<file path="config.mk">
export PLATFORM = sky130hd
export DESIGN_NAME = iir_out_decim
export DESIGN_NICKNAME = d
export VERILOG_FILES = /design/src/rtl/iir_pkg.sv /design/src/rtl/sync_fifo.sv /design/src/rtl/iir_out_decim.sv
export SDC_FILE = /design/constraint.sdc
export NUM_CORES = 1
export LEC_CHECK = 0
export ABC_AREA = 1
export CORE_ASPECT_RATIO = 1.4
export CORE_MARGIN = 1.5
export CORE_UTILIZATION = 38
export CTS_CLUSTER_DIAMETER = 80
export CTS_CLUSTER_SIZE = 28
export DETAILED_ROUTE_END_ITERATION = 6
export HOLD_SLACK_MARGIN = 0.06
export SYNTH_ARGS = -nofsm -noshare
export SYNTH_HDL_FRONTEND = slang
export SYNTH_SLANG_ARGS = --single-unit
</file>
<file path="constraint.sdc">
create_clock -name clk -period 2.5 [get_ports clk]
set_input_delay 0.5 -clock clk [delete_from_list [all_inputs] [get_ports clk]]
set_output_delay 0.5 -clock clk [all_outputs]
set_load 0.1 [all_outputs]
</file>
<file path="src/rtl/iir_pkg.sv">
// Shared fixed-point definitions for the IIR filter datapath and its output stage.
// Default sample formats are Q4.13 into the output stage and Q4.12 out of it.
package iir_pkg;

    localparam int IIR_IN_LEN   = 17;
    localparam int IIR_IN_FRAC  = 13;
    localparam int IIR_OUT_LEN  = 16;
    localparam int IIR_OUT_FRAC = 12;

    typedef enum logic [1:0] {
        SAT_PASS,
        SAT_POS,
        SAT_NEG
    } sat_e;

    // Saturation limits of a signed sample that is len bits wide.
    function automatic int sat_max(input int len);
        return (2 ** (len - 1)) - 1;
    endfunction

    function automatic int sat_min(input int len);
        return -(2 ** (len - 1));
    endfunction

endpackage

</file>
<file path="src/rtl/sync_fifo.sv">
// Single-clock FIFO with registered head data: rdata_o always holds the oldest entry.
// A push into a full FIFO is accepted only when a pop happens on the same edge.
module sync_fifo #(
    parameter int WIDTH = 16,
    parameter int DEPTH = 8
) (
    input  logic                     clk_i,
    input  logic                     rst_i,
    input  logic                     push_i,
    input  logic [WIDTH-1:0]         wdata_i,
    input  logic                     pop_i,
    output logic [WIDTH-1:0]         rdata_o,
    output logic                     full_o,
    output logic                     empty_o,
    output logic [$clog2(DEPTH):0]   level_o
);

    localparam int AW = $clog2(DEPTH);

    logic [WIDTH-1:0] mem_q [DEPTH];
    logic [AW-1:0]    wr_q, wr_d, rd_q, rd_d, rd_next;
    logic [AW:0]      lvl_q, lvl_d;
    logic [WIDTH-1:0] rdata_q, rdata_d;
    logic             do_push, do_pop;

    assign empty_o = (lvl_q == '0);
    assign full_o  = (lvl_q == (AW + 1)'(DEPTH));
    assign do_pop  = pop_i && !empty_o;
    assign do_push = push_i && (!full_o || do_pop);
    assign rd_next = rd_q + AW'(1);

    always_comb begin
        wr_d    = wr_q;
        rd_d    = rd_q;
        lvl_d   = lvl_q;
        rdata_d = rdata_q;
        if (do_push) wr_d = wr_q + AW'(1);
        if (do_pop)  rd_d = rd_next;
        case ({do_push, do_pop})
            2'b10:   lvl_d = lvl_q + (AW + 1)'(1);
            2'b01:   lvl_d = lvl_q - (AW + 1)'(1);
            default: lvl_d = lvl_q;
        endcase
        // Head register reloads from memory, or straight from wdata when the
        // pushed word becomes the new head in the same edge.
        if (do_pop) begin
            if (lvl_q > (AW + 1)'(1)) rdata_d = mem_q[rd_next];
            else if (do_push)         rdata_d = wdata_i;
        end else if (do_push && empty_o) begin
            rdata_d = wdata_i;
        end
    end

    always_ff @(posedge clk_i) begin
        if (rst_i) begin
            wr_q    <= '0;
            rd_q    <= '0;
            lvl_q   <= '0;
            rdata_q <= '0;
        end else begin
            wr_q    <= wr_d;
            rd_q    <= rd_d;
            lvl_q   <= lvl_d;
            rdata_q <= rdata_d;
        end
    end

    always_ff @(posedge clk_i) begin
        if (!rst_i && do_push) mem_q[wr_q] <= wdata_i;
    end

    assign rdata_o = rdata_q;
    assign level_o = lvl_q;

endmodule

</file>
<file path="src/rtl/iir_out_decim.sv">
// IIR output stage: keeps 1 of every decim+1 valid samples, rounds half-up and
// saturates to the output format, then buffers results in a FIFO with sticky overflow.
module iir_out_decim
    import iir_pkg::*;
#(
    parameter int IN_LEN   = IIR_IN_LEN,
    parameter int IN_FRAC  = IIR_IN_FRAC,
    parameter int OUT_LEN  = IIR_OUT_LEN,
    parameter int OUT_FRAC = IIR_OUT_FRAC,
    parameter int DEPTH    = 8
) (
    input  logic                     clk,
    input  logic                     rst,
    input  logic                     in_valid,
    input  logic [IN_LEN-1:0]        in_data,
    input  logic [3:0]               decim,
    output logic                     out_valid,
    input  logic                     out_ready,
    output logic [OUT_LEN-1:0]       out_data,
    output logic [$clog2(DEPTH):0]   level,
    output logic                     ovf,
    input  logic                     ovf_clr
);

    localparam int SH = IN_FRAC - OUT_FRAC;
    localparam int W  = IN_LEN + 1;
    localparam logic signed [W-1:0] RND    = (SH > 0) ? W'(1 << (SH - 1)) : '0;
    localparam logic signed [W-1:0] LIM_HI = W'(sat_max(OUT_LEN));
    localparam logic signed [W-1:0] LIM_LO = W'(sat_min(OUT_LEN));

    logic [3:0]         cnt_q, cnt_d, lim_q, lim_d;
    logic               keep;
    logic signed [W-1:0] ext, rnd;
    sat_e               sat_sel;
    logic [OUT_LEN-1:0] sat_data;
    logic               stg_vld_q;
    logic [OUT_LEN-1:0] stg_data_q;
    logic               ovf_q, ovf_d;
    logic               fifo_full, fifo_empty;

    // The limit is re-latched only on a kept sample, so decim changes land at the next wrap.
    always_comb begin
        cnt_d = cnt_q;
        lim_d = lim_q;
        keep  = 1'b0;
        if (in_valid) begin
            if (cnt_q == '0) begin
                keep  = 1'b1;
                lim_d = decim;
                cnt_d = (decim == '0) ? '0 : 4'd1;
            end else if (cnt_q == lim_q) begin
                cnt_d = '0;
            end else begin
                cnt_d = cnt_q + 4'd1;
            end
        end
    end

    always_comb begin
        ext      = $signed({in_data[IN_LEN-1], in_data});
        rnd      = (ext + RND) >>> SH;
        sat_sel  = SAT_PASS;
        if (rnd > LIM_HI)      sat_sel = SAT_POS;
        else if (rnd < LIM_LO) sat_sel = SAT_NEG;
        case (sat_sel)
            SAT_POS: sat_data = LIM_HI[OUT_LEN-1:0];
            SAT_NEG: sat_data = LIM_LO[OUT_LEN-1:0];
            default: sat_data = rnd[OUT_LEN-1:0];
        endcase
    end

    // A stage word arriving at a full FIFO with no pop is dropped; set beats clear.
    always_comb begin
        ovf_d = ovf_q;
        if (stg_vld_q && fifo_full && !out_ready) ovf_d = 1'b1;
        else if (ovf_clr)                         ovf_d = 1'b0;
    end

    always_ff @(posedge clk) begin
        if (rst) begin
            cnt_q      <= '0;
            lim_q      <= '0;
            stg_vld_q  <= 1'b0;
            stg_data_q <= '0;
            ovf_q      <= 1'b0;
        end else begin
            cnt_q     <= cnt_d;
            lim_q     <= lim_d;
            stg_vld_q <= keep;
            if (keep) stg_data_q <= sat_data;
            ovf_q     <= ovf_d;
        end
    end

    sync_fifo #(
        .WIDTH (OUT_LEN),
        .DEPTH (DEPTH)
    ) u_fifo (
        .clk_i   (clk),
        .rst_i   (rst),
        .push_i  (stg_vld_q),
        .wdata_i (stg_data_q),
        .pop_i   (out_ready),
        .rdata_o (out_data),
        .full_o  (fifo_full),
        .empty_o (fifo_empty),
        .level_o (level)
    );

    assign out_valid = !fifo_empty;
    assign ovf       = ovf_q;

endmodule

</file>
After elaboration in Yosys (flattened, before gate mapping)
Memories as Yosys holds them, arrays and structs flattened.
Cells that the tools add are included.
{"block": "totals", "reg_bits": 52, "ramBits": 128, "inputBits": 26, "out_inout_bits": 22, "elab_cells": 62, "mem_count": 1}
{"block": "op_classes", "addsub": 6, "magnitude_cmp": 3, "n_eq_ne": 7, "n_mux": 17, "n_reduce_logical": 19}
{"memory": "u_fifo.mem_q", "depth": 8, "width": 16, "rd": 1, "rd_ports_with_merged_regs": 0, "write_ports": 1, "line": "sync_fifo.sv:20", "text": "logic [WIDTH-1:0] mem_q [DEPTH];"}
{"op": "2-to-1 mux 16 bit", "n": 4}
{"op": "case mux 16 bit (2 select lines)", "n": 1}
{"op": "adder 17 x 2 -> 18 bit, second input constant", "n": 1}
{"op": "> comparator 17 x 16 -> 1 bit, second input constant", "n": 1}
{"op": "< comparator 17 x 16 -> 1 bit, second input constant", "n": 1}
{"op": "logical NOT 4 bit", "n": 3}
{"op": "adder 4 x 1 -> 4 bit, second input constant", "n": 2}
{"op": "2-to-1 mux 4 bit", "n": 2}
{"op": "case mux 4 bit (2 select lines)", "n": 1}
{"op": "2-to-1 mux 1 bit", "n": 7}
{"op": "adder 3 x 1 -> 3 bit, second input constant", "n": 2}
{"op": "logical AND 1 bit", "n": 6}
{"op": "nonzero test 2 bit", "n": 3}
{"op": "equality test 2 x 1 -> 1 bit, second input constant", "n": 2}
{"op": "equality test 2 bit, second input constant", "n": 2}
{"op": "equality test 4 bit", "n": 1}
{"op": "equality test 4 bit, second input constant", "n": 1}
{"op": "> comparator 4 x 1 -> 1 bit, second input constant", "n": 1}
{"op": "logical NOT 1 bit", "n": 4}
{"op": "2-to-1 mux 2 bit", "n": 2}
{"op": "AND reduction 2 bit", "n": 2}
{"op": "subtractor 4 x 1 -> 4 bit, second input constant", "n": 1}
{"op": "!= test 3 x 2 -> 1 bit, second input constant", "n": 1}
{"op": "logical OR 1 bit", "n": 1}

Longest topological paths before layout
Gate-level depths: netlist of the first run.
{"block": "depth", "depth_word": 8, "mapped_depth": 12, "mapped_depth_nobuf": 12}

Cells and area by module
From an unflattened synthesis of the first run, not the netlist that was laid out.
{"block": "unflattened", "hier_cells": 913, "hier_area_um2": 8301.7}
{"mod": "sync_fifo", "instances": 1, "cells_each": 697, "area_each_um2": 6761.5, "seq_area_each_um2": 4364.2}
{"mod": "iir_out_decim", "instances": 1, "cells_each": 216, "area_each_um2": 1540.2, "seq_area_each_um2": 520.5}

Worst setup path after synthesis of the first run
OpenSTA, ideal clock, no wires.
{"block": "synth_timing", "path_kind": "reg2reg", "from": "register u_fifo.lvl_q[0] (netlist: u_fifo.level_o[0])", "to": "memory u_fifo.mem_q[6][0], enable pin", "setup_time_ns": 0.409, "arrival_ns": 3.184, "t_required_ns": 2.091, "slack_ns": -1.093, "stages_incl_launch_ff": 10, "path_buffers": 0, "synth_period_minus_slack_ns": 3.593, "cell_sequence": "dfxtp_1 -> inv_1 -> ha_1 -> nand2_1 -> nor2_1 -> nand2_1 -> nand2_4 -> nor2_1 -> inv_1 -> nor3_1"}
{"block": "synth_between", "elab_chain_len": 8}
{"item": "start, declared", "line": "sync_fifo.sv:22", "text": "logic [AW:0] lvl_q, lvl_d;"}
{"item": "start signal, assigned", "line": "sync_fifo.sv:63", "text": "lvl_q <= lvl_d;"}
{"item": "logical NOT 4 bit", "line": "sync_fifo.sv:26", "text": "assign empty_o = (lvl_q == '0);"}
{"item": "logical NOT 1 bit", "line": "sync_fifo.sv:28", "text": "assign do_pop = pop_i && !empty_o;"}
{"item": "logical AND 1 bit", "line": "sync_fifo.sv:28"}
{"item": "logical OR 1 bit (*)", "line": "sync_fifo.sv:29", "text": "assign do_push = push_i && (!full_o || do_pop);"}
{"item": "logical AND 1 bit (*)", "line": "sync_fifo.sv:29"}
{"item": "logical AND 1 bit (*)", "line": "sync_fifo.sv:69", "text": "if (!rst_i && do_push) mem_q[wr_q] <= wdata_i;"}
{"item": "2-to-1 mux 1 bit (*)", "line": "sync_fifo.sv:69"}
{"item": "2-to-1 mux 1 bit (implied by the code) (*)", "line": "sync_fifo.sv:69"}
{"item": "end, declared", "line": "sync_fifo.sv:20"}
Every way passes the cells marked *; elsewhere a longest branch is shown, timed or not.

Worst setup path in the final report of the first run
{"block": "layout_timing", "from": "register u_fifo.lvl_q[1] (netlist: u_fifo.level_o[1])", "to": "register u_fifo.lvl_q[2] (netlist: u_fifo.level_o[2])"}
{"block": "layout_between", "elab_chain_len": 7}
{"item": "logical NOT 4 bit", "line": "sync_fifo.sv:26"}
{"item": "logical NOT 1 bit", "line": "sync_fifo.sv:28"}
{"item": "logical AND 1 bit", "line": "sync_fifo.sv:28"}
{"item": "logical OR 1 bit", "line": "sync_fifo.sv:29"}
{"item": "logical AND 1 bit", "line": "sync_fifo.sv:29"}
{"item": "equality test 2 x 1 -> 1 bit or equality test 2 bit (tied branches)", "line": "sync_fifo.sv:39", "text": "case ({do_push, do_pop})"}
{"item": "case mux 4 bit (2 select lines) or nonzero test 2 bit (tied branches)"}
Parallel ways exist; a longest one is shown, timed or not.
A chain may end at the register's enable or synchronous reset.

==> metrics.md, run 1 <==
| Metric | Value |
|---|---|
| Worst skew pair latency | `0.42 ns` |
| Core area | `~20000 um2` |
| Area Overhead vs Synth | `18.4%` |
| Synth top area cells | `edfxtp_1, dfxtp_1, nor2_1` |
| Std-Cell Rows | `61` |
| Via count | `between 5000 and 6000` |
| Status | `finished, final reports clean` |
| Post-synth ARST share | `0%` |
| # IOs | `48` |
| Commonest cells after routing, fill and taps aside | `nor2_1, edfxtp_1, o21ai_0, nand2_1, dfxtp_1` |
| Period Utilization, post-route | `83.4%` |
| CTS tree | `built` |
| Placer Congestion | `~0.8` |
| PD cells | `1060 nW/um2` |
| Most common cell after layout, fill and taps aside | `nor2_1` |
| Sw Ratio | `between 40% and 50%` |
| Syn Area/Cell | `10.4 um2` |
| Top_reg_cell synth | `edfxtp_1` |
| Die height | `172 um` |
| Largest net degree at the start of global routing | `66` |
| DRT Wirelength | `between 15000 and 20000 um` |
| Total net switching power | `0.00397 W` |
| Yosys warns | `0` |
| Area leader, netlist | `edfxtp_1` |
| RSZ-0062 raised after global routing | `false` |
| Startpoint Class | `flip-flop` |
| Total power | `0.00979 W` |
| Final Max Tran Viols | `0` |
| Post-synthesis sequential area ratio | `62.8%` |
| Max-slew headroom | `roughly two thirds` |
| Antenna diode count | `0` |
| Final nets | `828` |
| Met1 Use GR | `between 20% and 30%` |
| Layout cells sized above 1 | `between 10% and 20%` |
| Core Util, Final | `a little under half` |
| Placed insts | `around 1000` |
| Post-DP HPWL | `11200 um` |
| # setup viols final | `0` |
| Post-Syn Area | `7770 um2` |
| Post-synth top area share | `roughly half` |
| First-pass GRT wire length | `27500 um` |
| GRT overflow | `0` |
| Gr busiest metal | `met2` |
| Setup tns final | `0 ns` |
| WL/cell | `between 15 and 20 um` |
| Detail Route Antenna Nets | `0` |
| LEAKAGE | `3.25 nW` |
| Syn Nets | `779` |
| CP Class | `reg -> reg` |
| Syn Inst Count | `744` |
| Min cycle time layout | `2.09 ns` |
| CTS Buffer Depth | `2` |
| Final hold violations | `0` |
| WP data required | `2.81 ns` |
| Number of port buffers | `between 40 and 50` |
| Starting density of the core | `38.9%` |
| Routing usage on met2 | `30.7%` |
| Clock sinks | `180` |
| Sequential power share | `~37%` |
| H-tree Lvls | `4` |
| Setup Buffers After CTS | `0` |
| Layout Skew | `0.0103 ns` |
| Finished Layout Cells | `about 1100` |
| Post_cts resized | `0` |
| EDFF count, synth | `128` |
| Clock power frac | `24.7%` |
| FF+latch count, synth | `180` |
| DRC | `0` |
| Vias in the first global route | `5188` |
| Post-synthesis cell type count | `40` |
| Iteration-0 DRC Markers | `~260` |
| Root buf cell | `clkbuf_16` |
| CTS Buf Count | `17` |
| GRT Util Overall | `17.2%` |
| Logic pwr share | `38.2%` |
| HP Class | `reg -> reg` |
| Internal power | `0.00583 W` |
| Worst-path clk slew | `about 0.06 ns` |
| Setup crit end kind | `flip-flop` |
| Die area | `21300 um2` |
| IR drop worst, VDD | `976 uV` |
| Max cap viols | `0` |
| CP max FO | `7` |
| Maximum clock frequency | `around 0.48 GHz` |
| Grt met3 use | `3.13%` |
| Hold-fix buffers, CTS | `0` |
| Crit path DAT | `2.39 ns` |
| Post-placement cell area | `8670 um2` |
| Worst-margin pin slew | `0.480 ns` |
| Router iterations before antenna repair | `4` |
| Die width | `124 um` |
| Routed vias/inst | `just over 5` |
| Finished Cell Area | `9210 um2` |
| Antenna violations before repair | `0` |
power by group through the flow:
stage | Clock [W] | Combinational, W | Sequential (W)
after floorplan | 0 | 0.00194 | 0.00460
after global placement | 0 | 0.00377 | 0.00369
after detailed placement | 0 | 0.00378 | 0.00370
after CTS | 0.00246 | 0.00380 | 0.00364
after global routing | 0.00257 | 0.00408 | 0.00366
final | 0.00242 | 0.00374 | 0.00363
worst max-delay path: stages (launching register included):
cell and delay (ns):
dfxtp_4 0.35, inv_1 0.14, ha_1 0.27, nand2_1 0.07, nor2_1 0.14, nand2_1 0.11
nand2_4 0.11, ha_1 0.31, a21oi_1 0.14, o21ai_0 0.12, o21ai_0 0.17, a21oi_1 0.05
Yosys cell counts, types with 3 or more instances:
cell      number
a21oi_1       33
buf_2         13
clkbuf_1      15
dfxtp_1       52
edfxtp_1     128
ha_1           9
inv_1         36
nand2_1       47
nand2_4        4
nand3_1       38
nand4_1        3
nor2_1       153
nor3_1         6
o211ai_1      32
o21a_1         7
o21ai_0      100
o21ai_1       21
xnor2_1        9
xor2_1         9
metal layers:
metal  wire length (um)  part of all wire (%)
met5                  0                     0
met3                543                   3.2
met2               8880                    52
met1               7470                    43
met4                300                   1.7
layout make-up:
class,instances,area (um2)
Clock buffer,24,483
Sequential cell,180,4900
Multi-Input combinational cell,489,2620
Timing Repair Buffer,65,688
Fill cell,1895,10800
Inverter,40,155
Clock inverter,8,50.0
Tap cell,252,315
registers in the layout, summed over array words and instances (netlist names):
name / flops
stg_data_q: 16
u_fifo.rdata_o: 16
lim_q: 4
cnt_q: 4
u_fifo.rd_q: 3
u_fifo.level_o: 4
u_fifo.wr_q: 3
stg_vld_q: 1
u_fifo.mem_q: 128
ovf: 1
logic make-up after synthesis:
kind of cell / share of synthesized area (%)
compound gates: 14.1
buf+inv: 4.20
xor+xnor: 2.38
fa+ha+maj: 1.45
flops: 62.8
simple gates: 15.0
through the flow:
step | hold WS (ns) | setup WS [ns]
2_1_floorplan | 0.459 | 0.0868
3_3_place_gp | 0.449 | 0.168
3_5_place_dp | 0.457 | 0.146
4_1_cts | 0.468 | 0.410
5_1_grt | 0.485 | 0.143
6_report | 0.471 | 0.414
final timing paths:
| kind | cells past startpoint | endpoint | start | slack [ns] |
|---|---|---|---|---|
| worst min register to register | 1 | u_fifo.level_o[3] | u_fifo.level_o[3] | 0.47 |
| worst max register to register | 11 | u_fifo.level_o[2] | u_fifo.level_o[1] | 0.41 |
| worst max-delay path | 11 | u_fifo.level_o[2] | u_fifo.level_o[1] | 0.41 |
| worst min-delay path | 1 | u_fifo.level_o[3] | u_fifo.level_o[3] | 0.47 |
Note: power is estimated with default switching activity, not from simulation.
==> run 2: changes to the inputs <==
Clock period 2.5 ns to 2 ns, I/O delays scaled along.
==> run 2 against run 1 <==
- critical endpoint is now u_fifo.mem_q[3][0]
- clock skew down 0.0014 ns
- via count up 2.5%
- power up 32%
- setup slack worse by 0.24 ns
- global-route usage up 0.55 points
- clock power up 40%
- non-clock buffer count up 36
- register-to-register slack worse by 0.24 ns
- utilization up 2.4 points
==> metrics.md, run 2 (same netlist as run 1, synthesis figures left out) <==
| Metric | Value |
|---|---|
| Status | `finished, final reports clean` |
| Clock sinks | `180 (unchanged)` |
| CP Class | `reg -> reg` |
| Biggest register | `u_fifo.mem_q` |
| IR drop worst, VDD | `840 uV (-14%)` |
| Final hold violations | `0 (unchanged)` |
| Startpoint Class | `flip-flop` |
| WP data required | `2.13 ns (-0.68 ns)` |
| Finished Layout Cells | `1094 (+3.4%)` |
| Core area | `20000 um2 (unchanged)` |
| Number of port buffers | `47 (unchanged)` |
| Root buf cell | `clkbuf_16` |
| GRT overflow | `0 (unchanged)` |
| Setup Buffers After CTS | `0 (unchanged)` |
| Clock power frac | `26.2% (+1.5 points)` |
| Final nets | `864 (+4.3%)` |
| Hold-fix buffers, CTS | `0 (unchanged)` |
| Area Overhead vs Synth | `24.6%` |
| Hold Slack | `0.469 ns (-0.00149 ns)` |
| Largest net degree at the start of global routing | `66 (unchanged)` |
| Worst r2r src | `u_fifo.level_o[0]` |
| Sequential power share | `35.1% (-2.0 points)` |
| Slowest stage cell on the critical path | `dfxtp_4` |
| PD cells | `1340 nW/um2 (+26%)` |
| Setup crit end kind | `flip-flop` |
| Worst path bufs/invs | `3 (+2)` |
| # IOs | `48 (unchanged)` |
| Most common cell on crit path | `nand2_1` |
| Layout cells sized above 1 | `17.2% (+4.6 points)` |
| Router iterations before antenna repair | `6 (+2)` |
| Starting density of the core | `38.9% (unchanged)` |
| Post-DP HPWL | `11500 um (+2.4%)` |
| Most common cell after layout, fill and taps aside | `nor2_1` |
| Internal power | `0.00791 W (+36%)` |
| Detail Route Antenna Nets | `0 (unchanged)` |
| CTS tree | `built` |
| Via count | `5524 (+2.5%)` |
| Min cycle time layout | `1.82 ns (-0.262 ns)` |
| CP Cell Sequence | `inv_4 > ha_4 > nand2_1 > nor2_2 > nand2_1 > nand2_4 > nor2_4 > nand2_1 > buf_4 > nor2_4 > buf_12` |
| Placer Congestion | `0.817 (+0.60%)` |
| Worst-path clk slew | `0.06 ns (about the same)` |
| Commonest cells after routing, fill and taps aside | `nor2_1, edfxtp_1, o21ai_0, buf_4` |
| Iteration-0 DRC Markers | `309 (+21%)` |
| Routed vias/inst | `5.05 (-0.85%)` |
| HP Class | `reg -> reg` |
| Worst skew pair latency | `0.43 ns (about the same)` |
| Crit-path leading delay family | `simple AND/OR/NAND/NOR gates` |
| Die height | `172 um (unchanged)` |
| Antenna diode count | `0 (unchanged)` |
| DRT Wirelength | `17600 um (+2.5%)` |
| FF-to-FF setup slack | `0.18 ns (-0.24 ns)` |
| CTS Buffer Depth | `2 (unchanged)` |
| Post_cts resized | `0 (unchanged)` |
| Placed insts | `1062 (+3.5%)` |
| Die width | `124 um (unchanged)` |
| Die area | `21300 um2 (unchanged)` |
| Layout Skew | `0.00882 ns (-0.00143 ns)` |
| GRT Util Overall | `17.8% (+0.55 points)` |
| Max FFs per register | `128 (unchanged)` |
| RSZ-0062 raised after global routing | `false` |
| DRC | `0 (unchanged)` |
| # setup viols final | `0 (unchanged)` |
| Max cap viols | `0 (unchanged)` |
| Setup tns final | `0 ns (unchanged)` |
| H-tree Lvls | `4 (unchanged)` |
| Total net switching power | `0.00503 W (+27%)` |
| Antenna violations before repair | `0 (unchanged)` |
| Final Max Tran Viols | `0 (unchanged)` |
| WL/cell | `16.1 um (-0.92%)` |
| LEAKAGE | `3.48 nW (+7.0%)` |
| Worst setup path start | `u_fifo.level_o[0]` |
| Worst-margin pin slew | `0.446 ns (-0.0348 ns)` |
| CP max FO | `16 (+9)` |
| HP Start | `u_fifo.level_o[3]` |
| Vias in the first global route | `5425 (+4.6%)` |
| Std-Cell Rows | `61 (unchanged)` |
| Total power | `0.0129 W (+32%)` |
| Period Utilization, post-route | `91.2% (+7.8 points)` |
| Crit path DAT | `1.96 ns (-0.43 ns)` |
| Maximum clock frequency | `0.548 GHz (+14%)` |
| CTS Buf Count | `17 (unchanged)` |
| CP max stage delay | `0.39 ns (+0.04 ns)` |
| Logic pwr share | `38.7% (+0.5 points)` |
| First-pass GRT wire length | `28200 um (+2.9%)` |
| Max-slew headroom | `70.3% (+2.3 points)` |
| Sw Ratio | `38.9% (-1.6 points)` |
[run 2: cell count changes in the layout (fill, tap and decap cells not counted), moves of 2 or more]
cell / previous run / this run
buf_4: 29 / 60
nor2_4: 1 / 6
dfxtp_4: 2 / 4
nor2_1: 148 / 146
nor2_2: 7 / 4
bufinv_16: 0 / 2
dfxtp_2: 3 / 1
ha_1: 9 / 7
inv_1: 36 / 33
clkinv_2: 3 / 1
buf_12: 11 / 16
ha_4: 0 / 2
[run 2: cell type report]
cell class | instances | area [um2]
inverter | 40 | 163
sequential | 180 | 4900
timing repair buffer | 101 | 1020
multi-input combinational | 489 | 2680
tap | 252 | 315
fill | 1829 | 10300
clock buffer | 25 | 518
clock inverter | 7 | 92.6
[run 2: metal layers]
metal  GRT usage (%)  vias up  wire [um]
met5               0        -          0
met4            6.30        0        291
met3            3.53       17        552
met2            31.8       94       9430
met1            21.0     2621       7340
li1                -     2792          -
[run 2: power by group through the flow]
stage	Sequential [W]	Clock [W]	Combinational (W)
6_report	0.00454	0.00339	0.00501
5_1_grt	0.00457	0.00361	0.00547
4_1_cts	0.00455	0.00347	0.00506
3_5_place_dp	0.00462	0	0.00504
3_3_place_gp	0.00462	0	0.00503
2_1_floorplan	0.00576	0	0.00246
[run 2: final timing paths]
kind | endpoint | cells past startpoint
setup / recovery | u_fifo.mem_q[3][0] | 11
setup reg to reg | u_fifo.mem_q[3][0] | 11
hold reg to reg | u_fifo.level_o[3] | 1
hold / removal | u_fifo.level_o[3] | 1
[run 2: per-stage QoR]
stage / instance area (um2) / setup WS, ns / util, %
6_report: 9690 / 0.176 / 48.4
5_1_grt: 9690 / 0.0205 / 48.4
4_1_cts: 9670 / 0.115 / 48.4
3_5_place_dp: 9060 / -0.159 / 45.3
3_3_place_gp: 9060 / -0.0996 / 45.3
2_1_floorplan: 7890 / -0.147 / -
